File: config.mk
export PLATFORM = sky130hd
export DESIGN_NAME = sram_arbiter
export DESIGN_NICKNAME = d
export VERILOG_FILES = /design/src/rtl/sram_arbiter.sv
export SDC_FILE = /design/constraint.sdc
export NUM_CORES = 1
export LEC_CHECK = 0
export BUFFER_PORTS_ARGS = -buffer_cell sky130_fd_sc_hd__buf_4
export CORE_MARGIN = 3
export CORE_UTILIZATION = 44
export CTS_BUF_LIST = sky130_fd_sc_hd__clkbuf_16
export CTS_CLUSTER_DIAMETER = 40
export DETAILED_ROUTE_END_ITERATION = 8
export GPL_TIMING_DRIVEN = 0
export PLACE_DENSITY = 0.76
export RECOVER_POWER = 50
export SLEW_MARGIN = 0
export SYNTH_ARGS = -nofsm -noshare
export SYNTH_HDL_FRONTEND = slang
export SYNTH_SLANG_ARGS = --single-unit
File: constraint.sdc
create_clock -name Clk -period 1.94 [get_ports Clk]
set_input_delay 0 -clock Clk [delete_from_list [all_inputs] [get_ports Clk]]
set_output_delay 0 -clock Clk [all_outputs]
set_load 0.01 [all_outputs]
File: src/rtl/sram_arbiter.sv
// Two-port round-robin arbiter in front of an asynchronous SRAM: one access at a
// time, strobe held for WAIT_CYCLES, then a one-cycle DONE with the winner's ack.
module sram_arbiter #(
    parameter int unsigned WAIT_CYCLES = 2  // legal range 1..15
) (
    input  logic        Clk,
    input  logic        Reset,
    input  logic        req0,
    input  logic        req1,
    input  logic        we0,
    input  logic        we1,
    input  logic [19:0] addr0,
    input  logic [19:0] addr1,
    input  logic [15:0] wdata0,
    input  logic [15:0] wdata1,
    output logic        ack0,
    output logic        ack1,
    output logic [15:0] rdata,
    output logic        busy,
    output logic        CE,
    output logic        UB,
    output logic        LB,
    output logic        OE,
    output logic        WE,
    output logic [19:0] ADDR,
    output logic [15:0] Data_to_SRAM,
    input  logic [15:0] Data_from_SRAM,
    output logic        tristate_oe
);

    typedef enum logic [1:0] {IDLE, ACCESS, DONE} state_t;

    localparam logic [3:0] CNT_INIT = 4'(WAIT_CYCLES - 1);

    state_t      state_q, state_d;
    logic [3:0]  cnt_q, cnt_d;
    logic        winner_q, winner_d;
    logic        last_grant_q, last_grant_d;
    logic        we_q, we_d;
    logic [19:0] addr_q, addr_d;
    logic [15:0] wdata_q, wdata_d;
    logic [15:0] rdata_q, rdata_d;
    logic        grant;

    // On a tie the port that did not win last time goes next.
    assign grant = (req0 && req1) ? ~last_grant_q : req1;

    always_ff @(posedge Clk) begin
        if (Reset) begin
            state_q      <= IDLE;
            cnt_q        <= '0;
            winner_q     <= 1'b0;
            last_grant_q <= 1'b1;
            we_q         <= 1'b0;
            addr_q       <= '0;
            wdata_q      <= '0;
            rdata_q      <= '0;
        end else begin
            state_q      <= state_d;
            cnt_q        <= cnt_d;
            winner_q     <= winner_d;
            last_grant_q <= last_grant_d;
            we_q         <= we_d;
            addr_q       <= addr_d;
            wdata_q      <= wdata_d;
            rdata_q      <= rdata_d;
        end
    end

    always_comb begin
        state_d      = state_q;
        cnt_d        = cnt_q;
        winner_d     = winner_q;
        last_grant_d = last_grant_q;
        we_d         = we_q;
        addr_d       = addr_q;
        wdata_d      = wdata_q;
        rdata_d      = rdata_q;
        CE           = 1'b1;
        UB           = 1'b1;
        LB           = 1'b1;
        OE           = 1'b1;
        WE           = 1'b1;
        tristate_oe  = 1'b0;
        ack0         = 1'b0;
        ack1         = 1'b0;

        unique case (state_q)
            IDLE: begin
                if (req0 || req1) begin
                    winner_d     = grant;
                    last_grant_d = grant;
                    we_d         = grant ? we1 : we0;
                    addr_d       = grant ? addr1 : addr0;
                    wdata_d      = grant ? wdata1 : wdata0;
                    cnt_d        = CNT_INIT;
                    state_d      = ACCESS;
                end
            end
            ACCESS: begin
                CE = 1'b0;
                UB = 1'b0;
                LB = 1'b0;
                if (we_q) begin
                    WE          = 1'b0;
                    tristate_oe = 1'b1;
                end else begin
                    OE = 1'b0;
                end
                if (cnt_q != '0) begin
                    cnt_d = cnt_q - 4'd1;
                end else begin
                    state_d = DONE;
                    if (!we_q) rdata_d = Data_from_SRAM;
                end
            end
            DONE: begin
                // Keep driving the bus one more cycle after a write for hold time.
                tristate_oe = we_q;
                ack0        = ~winner_q;
                ack1        = winner_q;
                state_d     = IDLE;
            end
            default: state_d = IDLE;
        endcase
    end

    assign busy         = (state_q != IDLE);
    assign ADDR         = addr_q;
    assign Data_to_SRAM = wdata_q;
    assign rdata        = rdata_q;

endmodule
=== Word-level counts from Yosys, hierarchy flattened ===
Cells that the tools add are included.
Widths: inputs -> output; s select.

* Add/subtract/negate cells: 1
* Eq/ne operators: 5
* Mux-type cells: 18
* Bitwise gates (word level): 4
* Reduce and logical (&&, ||, !) cells: 10

{| class="wikitable"
|+ Operators by type and width
! operator !! number
|-
| $mux 20 || 1
|-
| $mux 16 || 1
|-
| $mux 1 || 9
|-
| $mux 4 || 2
|-
| $pmux 4 s2 || 1
|-
| $ne 2x2->1 const B || 3
|-
| $reduce_and 3->1 || 2
|-
| $mux 2 || 2
|-
| $not 1->1 || 4
|-
| $pmux 2 s2 || 1
|-
| $reduce_and 2->1 || 2
|-
| $reduce_bool 2->1 || 2
|-
| $reduce_bool 4->1 || 1
|-
| $sub 4x1->4 const B || 1
|-
| $eq 2x1->1 const B || 1
|-
| $eq 2x2->1 const B || 1
|-
| $logic_not 2->1 || 1
|-
| $pmux 1 s2 || 1
|-
| $logic_and 1x1->1 || 1
|-
| $logic_or 1x1->1 || 1
|}

* Bits in registers: 61
* Bits of input ports: 94
* Logic and storage cells: 46

=== Longest topological paths before layout ===
* Depth in word-level cells: 3
* Mapped depth: 8
* Depth with buffers taken out: 6

=== Least setup slack after synthesis ===
OpenSTA, ideal clock, no wires.

* Kind: register to register
* Start: register cnt_q[0]
* End: register rdata_q[10], in the netlist rdata[10]
* Arrival time: 1.410 ns
* Data required time: 1.808 ns
* Setup slack: 0.398 ns
* Stages on the path, launching flop included: 8
* Buffers on the path: 2
* Cell sequence: dfxtp_1 -> inv_1 -> ha_1 -> or3b_1 -> buf_2 -> clkbuf_1 -> o21ai_0 -> a21oi_1

* Longest elaborated chain between the ends: 3

{| class="wikitable"
|+ Ends and longest elaborated chain
! what !! RTL line !! text
|-
| start, declared || 36 || <nowiki>logic [3:0] cnt_q, cnt_d;</nowiki>
|-
| start signal, assigned || 60 || <nowiki>cnt_q <= cnt_d;</nowiki>
|-
| $reduce_bool 4->1 || 110 || <nowiki>if (cnt_q != '0) begin</nowiki>
|-
| $not 1->1 (no source line) || n/a ||
|-
| $reduce_and 3->1 (no source line) || n/a ||
|-
| end signal, assigned || 66 || <nowiki>rdata_q <= rdata_d;</nowiki>
|-
| end, declared || 42 || <nowiki>logic [15:0] rdata_q, rdata_d;</nowiki>
|}

Every way passes these cells.
A chain may end at the register's enable or synchronous reset.

=== Final worst setup path ===
* Start: register cnt_q[0]
* End: register rdata_q[3], in the netlist rdata[3]

The elaborated chain is that of the path after synthesis.

==> impl_metrics.ini <==
[setup_path]
slowest_stage = or3b_1
reg2reg_from = cnt_q[0]$_SDFFE_PP0P_
reg2reg_slack_ps = 140
slowest_delay_ps = 330
critical_path_class = reg -> reg
crit_start = cnt_q[0]$_SDFFE_PP0P_
setup.worst_path.end = rdata[3]$_SDFFE_PP0P_
critPathLaunchType = flip-flop
crit_required_ps = 2120
critPathArrivalTime_ps = 1980
ff2ff_path_depth = 7
crit_chain = inv_1, ha_1, or3b_1, buf_2, clkbuf_1, o21ai_0, a21oi_1
crit_path_max_fanout = 10
r2r_end = rdata[3]$_SDFFE_PP0P_
crit_path_end_kind = flip-flop

[drt]
drt_iter0_markers = 89
ant_nets = 0
vias = 2898
via_per_inst = 5.129
drt_wl_total_um = 8370
first_pass_iters = 4
avgRoutedWirePerCell_um = 14.81
drc = 0

[logic_synthesis]
synth_edf_count = 0
ys.flop_type = dfxtp_1
synth_cell_types = 32
syn-num-nets = 405
netlist_area_mm2 = 0.002796
synthArstFlopShare_pct = 0
yosys_warnings = 0
synth_area_per_cell_um2 = 9.169
synth-seq-cells = 61
synthCells = 305
yosysSeqAreaShare_pct = 43.67

[finish]
multi_input_area_mm2 = 0.001374
drive_above_1_share_pct = 27.14
fin_util_pct = 71.45
synthToLayoutAreaGrowth_pct = 53.96
regArea_mm2 = 0.001221
n_fill_cell = 541
n_antenna_cell = 0
final_nets = 585

[floorplanning]
io_pins = 155
die_x_um = 85.72
start_util_pct = 46.41
die_y_um = 85.72
rows = 28
dieArea_mm2 = 0.007348
core_area_mm2 = 0.006026

[flow_run]
drv_cap = 0

[global_routing]
gr-total-overflow = 0
grt_antenna_before_repair = 0
grt_pass1_wl_um = 13090
first_global_vias = 2896
grt_start_max_net_pins = 11
groute.usage.overall_pct = 22.34

[power_and_ir_drop]
p_leak_nw = 1.820
p_total_mw = 6.029
p_per_area_mw_per_mm2 = 1400
internal_power_mw = 3.777
peakVddDrop_uv = 956.5
p_sw_share_pct = 37.35
pwr-share-seq_pct = 31.6
switchingPower_mw = 2.252
pwr-share-comb_pct = 41.4
pwr-share-clk_pct = 27.0

[sta]
tns_ps = 0
fmax_mhz = 555.4
finalSetupViolCount = 0
drv_slew = 0
hold_viol = 0
setup_slack_ps = 139.6
post-route-period-util_pct = 92.80
fin_worst_skew_ps = 6.246
tightest_slew_ps = 535.9
period_needed_ps = 1800
relSlewSlack_pct = 64.20
rsz0062_at_grt = false

[cts]
cts_setup_buffers = 0
clk_latency_ps = 320
cts_root_buffer = clkbuf_16
htreeDepth = 3
clk_path_buf_depth = 2
clk_pin_slew_ps = 50
cts-buffers-inserted = 9
clock-sinks = 61
cts_tree = yes

[min_path]
hp-class = in -> reg

[placement]
dp_hpwl_um = 6347
preCtsSetupSlack_ps = 131.2
io_buffers = 153
gp_congestion = 0.8023

[status]
status = complete, no violations
worst max-delay path, delay by kind of cell (launching register included):
kind            cells  cell delay (ps)
buf+inv             3              500
simple gates        1              330
flops               1              320
compound gates      2              320
fa+ha+maj           1              190
layer usage:
layer | global-route usage [%] | vias to the layer above | share of wire, %
met5 | 0 | - | 0
met2 | 38.70 | 134 | 49
met1 | 24.67 | 1301 | 41
li1 | - | 1451 | -
met3 | 7.493 | 12 | 9.4
met4 | 10.22 | 0 | 1.4
repair_timing:
| item | CTS | global route |
|---|---|---|
| hold buffers | 16 | 0 |
| endpoints found under the setup margin | 0 | 8 |
| gates resized for setup | 0 | 4 |
| endpoints found under the hold margin | 16 | 0 |
power by group through the flow:
stage          sequential (mW)  clock (mW)  combinational (mW)
6_report                  1.90        1.63                2.50
5_1_grt                   1.95        1.71                2.78
4_1_cts                   1.91        1.65                2.79
3_5_place_dp              1.92           0                2.76
3_3_place_gp              1.90           0                2.70
2_1_floorplan             2.05           0                1.43
registers in the layout (all words and copies together) (netlist names):
signal,cells
ADDR,20
Data_to_SRAM,16
cnt_q,4
last_grant_q,1
rdata,16
state_q,2
we_q,1
winner_q,1
cell usage after synthesis, types with 2 or more instances:
| master | count | area (um2) |
|---|---|---|
| inv_1 | 7 | 26.28 |
| buf_12 | 2 | 40.04 |
| nand2b_1 | 4 | 25.02 |
| nand2_1 | 4 | 15.01 |
| nor3b_1 | 2 | 15.01 |
| mux2i_1 | 38 | 380.4 |
| buf_4 | 3 | 22.52 |
| buf_2 | 11 | 55.05 |
| a21oi_1 | 20 | 100.1 |
| nand3_1 | 17 | 85.08 |
| or3b_1 | 2 | 17.52 |
| and2_1 | 2 | 12.51 |
| a31oi_1 | 3 | 18.77 |
| clkbuf_1 | 13 | 48.80 |
| nor2b_1 | 2 | 12.51 |
| ha_1 | 6 | 75.07 |
| dfxtp_1 | 61 | 1221 |
| a211oi_1 | 39 | 292.8 |
| o21ai_0 | 19 | 95.09 |
| nor2_1 | 38 | 142.6 |
how the worst min path moves through the flow:
stage / startpoint / to / slack (ps) / cells after the start
after CTS: addr0[5] / ADDR[5]$_SDFFE_PP0P_ / 20 / 3
after detailed placement: Data_from_SRAM[5] / rdata[5]$_SDFFE_PP0P_ / 280 / 3
after floorplan: Data_from_SRAM[0] / rdata[0]$_SDFFE_PP0P_ / 150 / 2
final: addr0[5] / ADDR[5]$_SDFFE_PP0P_ / 20 / 3
after global routing: addr0[2] / ADDR[2]$_SDFFE_PP0P_ / 30 / 3
after global placement: Data_from_SRAM[0] / rdata[0]$_SDFFE_PP0P_ / 270 / 3
through the flow:
step                      instances  hold slack, ps  instance area [um2]
after detailed placement        533           275.3                 4039
after global routing            565           28.86                 4305
final                           565           23.25                 4305
after floorplan                 305           147.7                 2796
after CTS                       565           19.85                 4507
after global placement          533           270.7                 4039
area by class of cell:
cell class / count / share of cell area [%]
Multi-Input combinational cell: 207 / 31.91
Sequential cell: 61 / 28.36
Timing Repair Buffer: 169 / 25.60
Clock buffer: 9 / 5.231
Buffer: 30 / 4.185
Tap cell: 75 / 2.180
Clock inverter: 7 / 1.918
Inverter: 7 / 0.6103
cell families (layout without fill, tap and decap cells):
family / after synthesis / after routing / share of synthesized area [%]
and+or+nand+nor: 77 / 77 / 13.11
adders and majority gates: 6 / 6 / 2.684
muxes: 38 / 38 / 13.60
AOI/OAI and AO/OA: 86 / 86 / 19.64
buffers and inverters: 37 / 222 / 7.293
DFF: 61 / 61 / 43.67
cell usage in the layout, fill, tap and decap left out, types with 4 or more instances in the layout:
cell / n
buf_2: 10
nor2_1: 38
inv_1: 8
clkbuf_16: 9
a211oi_1: 39
nand2_1: 4
nand3_1: 17
dfxtp_1: 61
a21oi_1: 20
buf_4: 99
nand2b_1: 4
o21ai_0: 18
mux2i_1: 38
clkbuf_1: 68
ha_1: 5
dlygate4sd3_1: 16
No activity file was read; power rests on OpenSTA's default activity.
